===== config.mk =====
export PLATFORM = sky130hd
export DESIGN_NAME = unidad_acceso_memoria
export DESIGN_NICKNAME = d
export VERILOG_FILES = /design/src/rtl/unidad_acceso_memoria.sv
export SDC_FILE = /design/constraint.sdc
export NUM_CORES = 1
export LEC_CHECK = 0
export BUFFER_PORTS_ARGS = -buffer_cell sky130_fd_sc_hd__buf_2
export CAP_MARGIN = 25
export CELL_PAD_IN_SITES_DETAIL_PLACEMENT = 1
export CELL_PAD_IN_SITES_GLOBAL_PLACEMENT = 1
export CORE_UTILIZATION = 37
export CTS_CLUSTER_SIZE = 14
export DETAILED_ROUTE_END_ITERATION = 10
export GPL_ROUTABILITY_DRIVEN = 0
export HOLD_SLACK_MARGIN = 0.1
export PLACE_DENSITY_LB_ADDON = 0.3
export SYNTH_ARGS = -nofsm -noshare
export SYNTH_HDL_FRONTEND = slang
export SYNTH_SLANG_ARGS = --single-unit
export TNS_END_PERCENT = 20

===== constraint.sdc =====
create_clock -name clk -period 2.9 [get_ports clk]
set_input_delay 0.145 -clock clk [delete_from_list [all_inputs] [get_ports clk]]
set_output_delay 0.145 -clock clk [all_outputs]
set_load 0.02 [all_outputs]

===== src/rtl/unidad_acceso_memoria.sv =====
// Load/store unit between the core FSM and data memory: sizes, byte strobes, extension, misalignment and wait-state timeout.
// One request outstanding; response 1 cycle after acceptance on error, 2+ cycles otherwise; memory-side outputs registered.
module unidad_acceso_memoria #(
    parameter int ANCHO_DIR  = 32,
    parameter int ANCHO_DAT  = 32,
    parameter int ESPERA_MAX = 16
) (
    input  logic                   clk,
    input  logic                   reset,
    input  logic                   sol_valida,
    output logic                   sol_lista,
    input  logic                   sol_escritura,
    input  logic [2:0]             sol_funct3,
    input  logic [ANCHO_DIR-1:0]   sol_dir,
    input  logic [ANCHO_DAT-1:0]   sol_dat,
    output logic                   resp_valida,
    output logic [ANCHO_DAT-1:0]   resp_dat,
    output logic [1:0]             resp_error,
    output logic                   mem_valida,
    input  logic                   mem_lista,
    output logic                   mem_escritura,
    output logic [ANCHO_DIR-1:0]   mem_dir,
    output logic [ANCHO_DAT/8-1:0] mem_bytes,
    output logic [ANCHO_DAT-1:0]   mem_dat_escritura,
    input  logic [ANCHO_DAT-1:0]   mem_dat_lectura
);

    localparam int NB   = ANCHO_DAT / 8;
    localparam int OFS  = $clog2(NB);
    localparam int CW   = $clog2(ESPERA_MAX + 1);
    localparam bit ES64 = (ANCHO_DAT == 64);

    localparam logic [1:0] REPOSO    = 2'd0;
    localparam logic [1:0] ACCESO    = 2'd1;
    localparam logic [1:0] RESPUESTA = 2'd2;

    logic [1:0]           estado;
    logic [CW-1:0]        cont;
    logic                 reg_escritura;
    logic [2:0]           reg_funct3;
    logic [OFS-1:0]       reg_ofs;

    logic                 f3_legal;
    logic                 desalineado;
    logic [3:0]           n_bytes;
    logic [NB-1:0]        tam_bytes;
    logic [ANCHO_DAT-1:0] mascara_dat;
    logic [OFS-1:0]       ofs;
    logic [NB-1:0]        bytes_desp;
    logic [ANCHO_DAT-1:0] dat_desp;
    logic [ANCHO_DIR-1:0] dir_alin;
    logic [ANCHO_DAT-1:0] lect_desp;
    logic [ANCHO_DAT-1:0] lect_ext;

    assign sol_lista = (estado == REPOSO) & reset;

    always_comb begin
        f3_legal = 1'b0;
        case (sol_funct3)
            3'b000, 3'b001, 3'b010: f3_legal = 1'b1;
            3'b011:                 f3_legal = ES64;
            3'b100, 3'b101:         f3_legal = !sol_escritura;
            3'b110:                 f3_legal = !sol_escritura && ES64;
            default:                f3_legal = 1'b0;
        endcase
    end

    always_comb begin
        desalineado = 1'b0;
        case (sol_funct3[1:0])
            2'b01:   desalineado = sol_dir[0];
            2'b10:   desalineado = |sol_dir[1:0];
            2'b11:   desalineado = |sol_dir[2:0];
            default: desalineado = 1'b0;
        endcase
    end

    // Size mask built per lane so the same code serves 4- and 8-lane buses.
    assign n_bytes = 4'd1 << sol_funct3[1:0];
    always_comb begin
        tam_bytes   = '0;
        mascara_dat = '0;
        for (int i = 0; i < NB; i++) begin
            tam_bytes[i]          = (4'(i) < n_bytes);
            mascara_dat[8*i +: 8] = {8{tam_bytes[i]}};
        end
    end

    assign ofs        = sol_dir[OFS-1:0];
    assign bytes_desp = tam_bytes << ofs;
    assign dat_desp   = (sol_dat & mascara_dat) << {ofs, 3'b000};
    assign dir_alin   = {sol_dir[ANCHO_DIR-1:OFS], {OFS{1'b0}}};

    assign lect_desp = mem_dat_lectura >> {reg_ofs, 3'b000};

    always_comb begin
        lect_ext = lect_desp;
        case (reg_funct3)
            3'b000:  lect_ext = ANCHO_DAT'($signed(lect_desp[7:0]));
            3'b001:  lect_ext = ANCHO_DAT'($signed(lect_desp[15:0]));
            3'b010:  lect_ext = ANCHO_DAT'($signed(lect_desp[31:0]));
            3'b100:  lect_ext = ANCHO_DAT'(lect_desp[7:0]);
            3'b101:  lect_ext = ANCHO_DAT'(lect_desp[15:0]);
            3'b110:  lect_ext = ANCHO_DAT'(lect_desp[31:0]);
            default: lect_ext = lect_desp;
        endcase
    end

    always_ff @(posedge clk) begin
        if (!reset) begin
            estado            <= REPOSO;
            cont              <= '0;
            reg_escritura     <= 1'b0;
            reg_funct3        <= 3'b000;
            reg_ofs           <= '0;
            resp_valida       <= 1'b0;
            resp_dat          <= '0;
            resp_error        <= 2'b00;
            mem_valida        <= 1'b0;
            mem_escritura     <= 1'b0;
            mem_dir           <= '0;
            mem_bytes         <= '0;
            mem_dat_escritura <= '0;
        end else begin
            case (estado)
                REPOSO: begin
                    if (sol_valida) begin
                        reg_escritura <= sol_escritura;
                        reg_funct3    <= sol_funct3;
                        reg_ofs       <= ofs;
                        if (!f3_legal || desalineado) begin
                            estado      <= RESPUESTA;
                            resp_valida <= 1'b1;
                            resp_dat    <= '0;
                            resp_error  <= f3_legal ? 2'b01 : 2'b11;
                        end else begin
                            estado            <= ACCESO;
                            cont              <= '0;
                            mem_valida        <= 1'b1;
                            mem_escritura     <= sol_escritura;
                            mem_dir           <= dir_alin;
                            mem_bytes         <= bytes_desp;
                            mem_dat_escritura <= dat_desp;
                        end
                    end
                end
                ACCESO: begin
                    if (mem_lista) begin
                        estado      <= RESPUESTA;
                        mem_valida  <= 1'b0;
                        resp_valida <= 1'b1;
                        resp_error  <= 2'b00;
                        resp_dat    <= reg_escritura ? '0 : lect_ext;
                    end else begin
                        cont <= cont + CW'(1);
                        if (cont == CW'(ESPERA_MAX - 1)) begin
                            estado      <= RESPUESTA;
                            mem_valida  <= 1'b0;
                            resp_valida <= 1'b1;
                            resp_error  <= 2'b10;
                            resp_dat    <= '0;
                        end
                    end
                end
                RESPUESTA: begin
                    resp_valida <= 1'b0;
                    estado      <= REPOSO;
                end
                default: estado <= REPOSO;
            endcase
        end
    end

endmodule

==> results of run 1 <==
## logic make-up (layout without fill, tap and decap cells)
family | Yosys count | after routing
DFF | 116 | 116
adders and majority gates | 2 | 2
muxes | 30 | 30
xor gates and xnor gates | 2 | 2
buffers and inverters | 57 | 312
AOI/OAI and AO/OA | 182 | 182
and+or+nand+nor | 202 | 202
other | 1 | 2
## sequential cells by signal (all words and copies together), names as in the netlist, 2 cells and up
name               count
estado                 2
reg_funct3             3
cont                   5
mem_bytes              4
resp_dat              32
resp_error             2
mem_dat_escritura     32
mem_dir               30
reg_ofs                2
## what timing repair did
item	CTS	global route
resized for setup	0	0
endpoints found under the hold margin	57	0
hold buffers	55	0
## metrics by stage
step	hold slack, ps	cell area (sq um)
5_1_grt	151.4	7457
3_5_place_dp	393.6	6276
4_1_cts	116.6	7450
6_report	131.0	7457
2_1_floorplan	281.0	5137
3_3_place_gp	387.0	6276
## critical path: cells and delay by family
family                 cells  cell delay (ps)
buffers and inverters      3             1190
AO/OA/AOI/OAI              3             1100
AND/OR/NAND/NOR            1              170
## where the power goes
part / internal, mW / leakage [nW] / switching, mW
clock network: 1.46 / 0.306 / 0.744
registers: 1.66 / 0.942 / 0.0399
logic: 0.289 / 2.09 / 0.416
## layout make-up
class                      instances  area (sq um)
clock buffer                      24         501.7
fill                            1624          5943
tap                              176         220.2
multi-input combinational        420          2576
inverter                           5         18.77
sequential                       116          2322
timing repair buffer             275          1697
clock inverter                     8         121.4
## final timing paths
| path | startpoint | cells past startpoint | to |
|---|---|---|---|
| min reg2reg | mem_dir[9]$_SDFFE_PN0P_ | 2 | mem_dir[9]$_SDFFE_PN0P_ |
| max | sol_funct3[2] | 7 | mem_dir[4]$_SDFFE_PN0P_ |
| max reg2reg | cont[0]$_SDFFE_PN0P_ | 8 | resp_dat[27]$_SDFFE_PN0P_ |
| min | mem_dat_lectura[9] | 4 | resp_dat[1]$_SDFFE_PN0P_ |
## routing by layer
| metal | share of wire (%) | global-route usage [%] | up-vias |
|---|---|---|---|
| met5 | 0 | 0 | - |
| met4 | 3.1 | 13.75 | 0 |
| met3 | 6.3 | 6.939 | 51 |
| met2 | 50 | 48.34 | 215 |
| met1 | 40 | 31.48 | 2692 |
| li1 | - | - | 2612 |
## placed cells by master, fill, tap and decap left out, drive strengths merged, types with 10 or more instances in the layout
cell         instances
nor2                41
a211oi              12
nor2b               10
dfxtp              116
a21oi               61
mux2i               21
a211o               15
clkbuf              24
nand2              103
o21ai               28
dlygate4sd3         55
a2bb2oi             16
nand3               11
buf                220
nor3                11
==> flow_summary.json, run 1 <==
{
  "period_share_pct": 79.47,
  "post-route-util_pct": 55.65,
  "crit_chain": "dlygate4sd3_1 -> buf_2 -> a221oi_2 -> o21ai_4 -> buf_4 -> nand2_1 -> a21oi_1",
  "io_pins": 210,
  "routed_wl_um": 19550,
  "die_x_um": 119.8,
  "grt_pass1_vias": 5934,
  "drtPass1Iterations": 4,
  "totalPowerFinal_mw": 4.609,
  "layout_min_cycle_time_ps": 2305,
  "rsz0062_at_grt": "no",
  "yosysTopAreaCellShare_pct": 45.24,
  "post-place-ws_ps": 685.5,
  "post_cts.repair.setup_buffers": 0,
  "end_kind": "register",
  "cts_root_buffer": "clkbuf_16",
  "slowest_stage": "o21ai_4",
  "yosys_warnings": 0,
  "leakagePower_nw": 3.341,
  "start_util_pct": 38.31,
  "remaining_drc_errors": 0,
  "path_class": "input pin to register",
  "slew_viol_final": 0,
  "fmax_mhz": 433.9,
  "clk_latency_ps": 420,
  "htree_levels": 4,
  "worstPathRequired_ps": 3220,
  "async_reset_ff_share_pct": 0,
  "clock_skew_ps": 6.704,
  "ir_drop_mv": 0.3326,
  "row_count": 42,
  "tritoncts": "done",
  "antenna_found_initial": 0,
  "ys_seq_elements": 116,
  "worstMarginPinSlew_ps": 893.1,
  "synth_mux_area_share_pct": 6.288,
  "synth_fa_ha_area_share_pct": 0.4874,
  "yosys.area.top_type": "dfxtp_1",
  "dr_total_vias": 5570,
  "layout.nets": 941,
  "cts_buffer_depth": 2,
  "cts.sinks": 116,
  "grt_pass1_wl_um": 30760,
  "via_per_inst": 5.439,
  "yosysSeqAreaShare_pct": 45.24,
  "syn_area_sq_um": 5134,
  "yosysUniqueCellTypes": 52,
  "synthFlopType": "dfxtp_1",
  "grt_max_degree": 52,
  "drt-initial-drc-count": 349,
  "critical_path.max_stage_delay_ps": 700,
  "core_sq_um": 13400,
  "crit_arrival_ps": 2620,
  "power_density_nw_per_um2": 618.0,
  "place_hpwl_um": 12740,
  "final_cells": 1024,
  "rrSetupSlack_ps": 680,
  "finalSetupViolations": 0,
  "tns_ps": 0,
  "slew_headroom_pct": 40.46,
  "hold_class": "input pin to register",
  "max_cap_viol_count": 0,
  "synth_xor_xnor_area_share_pct": 0.3412,
  "layout_setup_ws_ps": 595.4,
  "yosysMostFrequentCell": "dfxtp_1",
  "overflow": 0,
  "syn_to_final_growth_pct": 45.26,
  "ys_top_cells_by_count": "116 x dfxtp_1, 103 x nand2_1, 60 x a21oi_1",
  "die_h_um": 119.8,
  "synth_top_family_by_area": "compound AO/OA/AOI/OAI gates",
  "path_max_fanout": 33,
  "dpl.cell_count": 936,
  "dieArea_sq_um": 14350,
  "drive_gt1_share_pct": 31.60,
  "synth_area_leaders": "dfxtp_1 45%, nand2_1 7.5%, a21oi_1 5.8%",
  "synthCells": 592,
  "hold_viol_final": 0,
  "track_usage_pct": 27.77,
  "cp-start-kind": "input pin",
  "antenna_cells": 0,
  "numCtsBuffers": 17,
  "synth_enable_flop_cells": 0,
  "synth_compound_area_share_pct": 25.01,
  "synthSimpleGateAreaFrac_pct": 17.67,
  "syn_avg_cell_area_sq_um": 8.672,
  "status": "finished, final reports clean",
  "ant_nets": 0,
  "clkSlewWorstSetupHoldPaths_ps": 60,
  "io_buffers": 207,
  "wl_per_cell_um": 19.09
}
(Power assumes the default switching activity.)
==> run 2: changes to the inputs <==
- CORE_UTILIZATION: 37 -> 31
- clock period: 2.9 -> 2.1 ns (I/O delays scaled with it)
==> flow_summary.json, run 2 (same netlist as run 1, synthesis figures left out) <==
{
  "tritoncts": "done",
  "post-route-util_pct": 49.05,
  "cp-start-kind": "register",
  "antenna_found_initial": 2,
  "crit_arrival_ps": 2480,
  "final_cell_mix": "207 x buf_2, 114 x dfxtp_1, 103 x nand2_1, 65 x dlygate4sd3_1, 60 x a21oi_1",
  "remaining_drc_errors": 0,
  "io_buffers": 207,
  "end_kind": "register",
  "multi_input_area_sq_um": 2624,
  "cts_buffer_depth": 2,
  "period_share_pct": 101.6,
  "die_h_um": 130.7,
  "core_sq_um": 16000,
  "power_density_nw_per_um2": 831.9,
  "cts_root_buffer": "clkbuf_16",
  "io_pins": 210,
  "failed_checks": "setup timing",
  "via_per_inst": 5.121,
  "worstMarginPinSlew_ps": 945.4,
  "hold_viol_final": 0,
  "seq_area_sq_um": 2327,
  "slew_viol_final": 0,
  "grt_pass1_vias": 5865,
  "clock_skew_ps": 7.362,
  "layout_setup_ws_ps": -33.03,
  "status": "complete, but fails checks",
  "n_fill_cell": 1925,
  "drtPass1Iterations": 4,
  "layout_min_cycle_time_ps": 2133,
  "start_util_pct": 32.08,
  "dpl.cell_count": 985,
  "path_max_fanout": 8,
  "ir_drop_mv": 0.5546,
  "overflow": 0,
  "routed_wl_um": 19550,
  "die_x_um": 130.7,
  "tns_ps": -288.6,
  "max_cap_viol_count": 0,
  "slew_headroom_pct": 36.98,
  "dr_total_vias": 5582,
  "clkSlewWorstSetupHoldPaths_ps": 60,
  "layout.nets": 965,
  "grt_max_degree": 55,
  "path_class": "register to register",
  "ant_nets": 0,
  "place_hpwl_um": 12820,
  "drive_gt1_share_pct": 33.14,
  "syn_to_final_growth_pct": 52.86,
  "grt_pass1_wl_um": 29500,
  "leakagePower_nw": 3.486,
  "post-place-ws_ps": -0.4889,
  "wl_per_cell_um": 17.94,
  "hold_class": "input pin to register",
  "layout_commonest_cell": "buf_2",
  "htree_levels": 4,
  "finalSetupViolations": 16,
  "largest_registers": "mem_dat_escritura x32, resp_dat x32, mem_dir x30",
  "row_count": 46,
  "final_cells": 1090,
  "numCtsBuffers": 17,
  "fmax_mhz": 468.8,
  "drt-initial-drc-count": 210,
  "rsz0062_at_grt": "yes",
  "dieArea_sq_um": 17080,
  "clk_latency_ps": 410,
  "track_usage_pct": 22.49,
  "worstPathRequired_ps": 2450,
  "cts.sinks": 116
}
[run 2: cell count changes in the layout (fill, tap and decap cells not counted), moves of 2 or more]
cell,delta
buf_6,+2
buf_4,+9
ha_1,-2
dfxtp_1,-2
clkbuf_16,+2
diode_2,+2
ha_4,+2
dlygate4sd3_1,+10
[run 2: final cells by class]
cell class                 instances  share of cell area (%)
clock buffer                      23                   6.346
inverter                           5                  0.2392
tap                              216                   3.444
multi-input combinational        420                   33.43
antenna                            2                 0.06378
timing repair buffer             299                   24.94
sequential                       116                   29.66
clock inverter                     9                   1.881
[run 2: stage by stage]
step | cell area [sq um] | total power, mW | hold slack [ps]
after floorplan | 5137 | 2.919 | 241.0
after global placement | 6406 | 3.250 | 344.9
after detailed placement | 6406 | 3.273 | 355.5
after CTS | 7702 | 6.534 | 103.9
after global routing | 7845 | 6.792 | 128.2
final | 7848 | 6.528 | 125.0
[run 2: metal layers]
layer,GRT usage (%),part of all wire [%],vias up
li1,-,-,2668
met1,25.69,43,2691
met2,38.47,49,184
met3,6.718,5.2,39
met4,10.55,2.8,0
met5,0,0,-
[run 2: power breakdown]
part / leakage [nW] / internal, mW / switching (mW)
sequential: 0.943 / 2.29 / 0.0554
combinational: 2.22 / 0.453 / 0.581
clock: 0.319 / 2.14 / 1.01
[run 2: path summary, 6_finish.rpt]
check	startpoint	endpoint	slack [ps]	cells after the start
setup reg to reg	cont[0]$_SDFFE_PN0P_	resp_dat[25]$_SDFFE_PN0P_	-30	8
hold reg to reg	mem_dir[20]$_SDFFE_PN0P_	mem_dir[20]$_SDFFE_PN0P_	450	2
hold / removal	mem_dat_lectura[12]	resp_dat[4]$_SDFFE_PN0P_	130	4
setup / recovery	cont[0]$_SDFFE_PN0P_	resp_dat[25]$_SDFFE_PN0P_	-30	8
[run 2: worst max-delay path, cell delays in order, from the launching register on]
cell	delay [ps]
dfxtp_4	360
ha_4	150
and3_4	180
ha_4	140
or3b_4	400
o211a_4	180
a21oi_4	310
clkbuf_16	220
a221o_1	140
[run 2: timing repair]
action                     4_1_cts  5_1_grt
pin swaps                        0       26
resized for setup                0       12
setup endpoints to repair        4       35
setup buffers                    0        3
hold endpoints to repair        68        0
hold buffers                    65        0
cloned                           0        3
==> run 3: changes to the inputs <==
- CORE_UTILIZATION: 31 -> 32
- CTS_BUF_LIST: unset -> sky130_fd_sc_hd__clkbuf_2
==> flow_summary.json, run 3 (same netlist as run 1, synthesis figures left out) <==
{
  "status": "complete, but fails checks",
  "failed_checks": "setup timing",
  "n_fill_cell": 1877,
  "ant_nets": 0,
  "layout_setup_ws_ps": -95.20,
  "slowest_stage": "dlygate4sd3_1",
  "rrSetupSlack_ps": -50,
  "final_cells": 1140,
  "grt_max_degree": 39,
  "path_max_fanout": 4,
  "io_pins": 210,
  "p_comb_share_pct": 24.3,
  "clk_latency_ps": 680,
  "largest_registers": "mem_dat_escritura x32, resp_dat x32, mem_dir x30",
  "wl_per_cell_um": 19.10,
  "layout.nets": 1021,
  "max_cap_viol_count": 0,
  "layout_commonest_cell": "buf_2",
  "post-route-util_pct": 51.69,
  "reg2reg_from": "cont[0]$_SDFFE_PN0P_",
  "worstPathRequired_ps": 2710,
  "via_per_inst": 5.232,
  "cts.sinks": 116,
  "power_frac_clock_pct": 26.3,
  "power_density_nw_per_um2": 596.4,
  "slew_viol_final": 0,
  "hold_viol_final": 0,
  "dpl.cell_count": 980,
  "path_class": "input pin to register",
  "crit_chain": "dlygate4sd3_1 -> buf_2 -> a221oi_4 -> buf_6 -> dlygate4sd3_1 -> o211ai_1 -> dlygate4sd3_1 -> a211oi_1",
  "numCtsBuffers": 17,
  "grt_pass1_vias": 6315,
  "hold_class": "input pin to register",
  "grt_pass1_wl_um": 32590,
  "syn_to_final_growth_pct": 55.33,
  "die_x_um": 128.7,
  "dr_total_vias": 5965,
  "remaining_drc_errors": 0,
  "p_switching_mw": 1.545,
  "antenna_found_initial": 1,
  "place_hpwl_um": 13300,
  "swShare_pct": 32.49,
  "clock_skew_ps": 28.72,
  "overflow": 0,
  "track_usage_pct": 25.70,
  "min_path_cells": 4,
  "final_cell_mix": "207 x buf_2, 119 x dlygate4sd3_1, 113 x dfxtp_1, 103 x nand2_1, 60 x a21oi_1",
  "end_kind": "register",
  "leakagePower_nw": 3.513,
  "layout_min_cycle_time_ps": 2195,
  "cts_root_buffer": "clkbuf_2",
  "hold_path_startpoint": "sol_dir[27]",
  "finalSetupViolations": 27,
  "row_count": 45,
  "period_share_pct": 104.5,
  "critical_path.max_stage_delay_ps": 580,
  "htree_levels": 4,
  "worstMarginPinSlew_ps": 787.3,
  "tritoncts": "done",
  "rsz0062_at_grt": "yes",
  "slew_headroom_pct": 47.32,
  "internal_power_mw": 3.210,
  "die_h_um": 128.7,
  "crit_arrival_ps": 2800,
  "fmax_mhz": 455.5,
  "r2r_end": "resp_dat[29]$_SDFFE_PN0P_",
  "drtPass1Iterations": 5,
  "dieArea_sq_um": 16550,
  "drive_gt1_share_pct": 31.18,
  "io_buffers": 207,
  "drt-initial-drc-count": 345,
  "crit_top_cell": "dlygate4sd3_1",
  "core_sq_um": 15430,
  "ir_drop_mv": 0.2922,
  "routed_wl_um": 21770,
  "clkSlewWorstSetupHoldPaths_ps": 170,
  "cp-start-kind": "input pin",
  "r2r_cells": 8,
  "start_util_pct": 33.28,
  "seqPwrFrac_pct": 49.4,
  "hold_end": "mem_dir[27]$_SDFFE_PN0P_",
  "cts_buffer_depth": 2
}
-- run 3: cell types whose count changed in the layout (fill, tap and decap cells not counted), moves of 3 or more --
cell and delta:
dlygate4sd3_1 +54, clkbuf_16 -17, clkbuf_2 +17, clkbuf_8 -5
clkinv_1 +5, bufinv_16 -3
-- run 3: cell type report --
cell class,count,area [sq um],share of cell area [%]
diodes,2,5.005,0.06276
clock buffers,17,85.08,1.067
clock inverters,14,96.34,1.208
inverters,5,18.77,0.2354
multi-input cells,420,2651,33.25
flip-flops and latches,116,2328,29.20
well taps,211,264.0,3.311
repair buffers,355,2525,31.66
-- run 3: repair_timing --
action,4_1_cts,5_1_grt
pin swaps,1,25
hold buffers,119,0
gates resized for setup,5,12
buffers inserted,1,4
setup endpoints to repair,25,42
cloned,0,3
hold endpoints to repair,115,0
-- run 3: how the worst max path moves through the flow --
stage                       startpoint  cells past startpoint  slack (ps)                        end
2_1_floorplan     cont[0]$_SDFFE_PN0P_                      8         130  resp_dat[25]$_SDFFE_PN0P_
3_3_place_gp   reg_ofs[1]$_SDFFE_PN0P_                      5          60  resp_dat[17]$_SDFFE_PN0P_
3_5_place_dp   reg_ofs[1]$_SDFFE_PN0P_                      5        -140  resp_dat[28]$_SDFFE_PN0P_
4_1_cts                  sol_funct3[0]                      8           7     estado[0]$_SDFFE_PN0P_
5_1_grt           cont[0]$_SDFFE_PN0P_                      8        -110   resp_dat[3]$_SDFFE_PN0P_
6_report                    sol_dir[0]                      8        -100     estado[0]$_SDFFE_PN0P_
-- run 3: through the flow --
stage	setup TNS, ps	total power, mW	hold WS [ps]	worst slack (ps)	cell area, sq um
finish	-747.7	4.756	192.2	-95.20	7974
global route	-2468	4.997	123.6	-106.4	7971
CTS	0	4.735	101.0	7.125	7815
detailed placement	-1925	3.278	353.1	-143.2	6400
global placement	0	3.248	345.0	58.12	6400
floorplan	0	2.919	241.0	127.2	5137
-- run 3: power groups by stage --
stage / logic [mW] / clock network (mW) / registers (mW)
after floorplan: 0.447 / 0 / 2.47
after detailed placement: 0.885 / 0 / 2.39
after global placement: 0.861 / 0 / 2.39
after CTS: 1.08 / 1.30 / 2.35
after global routing: 1.24 / 1.40 / 2.36
final: 1.16 / 1.25 / 2.35
-- run 3: metal layers --
metal	track usage, %	vias to the layer above	share of wire (%)
li1	-	2773	-
met3	6.403	66	5.4
met5	0	-	0
met2	45.66	236	51
met4	13.01	0	3.9
met1	28.45	2890	40
-- run 3: worst max-delay path, delay by kind of cell --
kind	cells	cell delay [ps]
AO/OA/AOI/OAI	3	660
buffers and inverters	5	2030
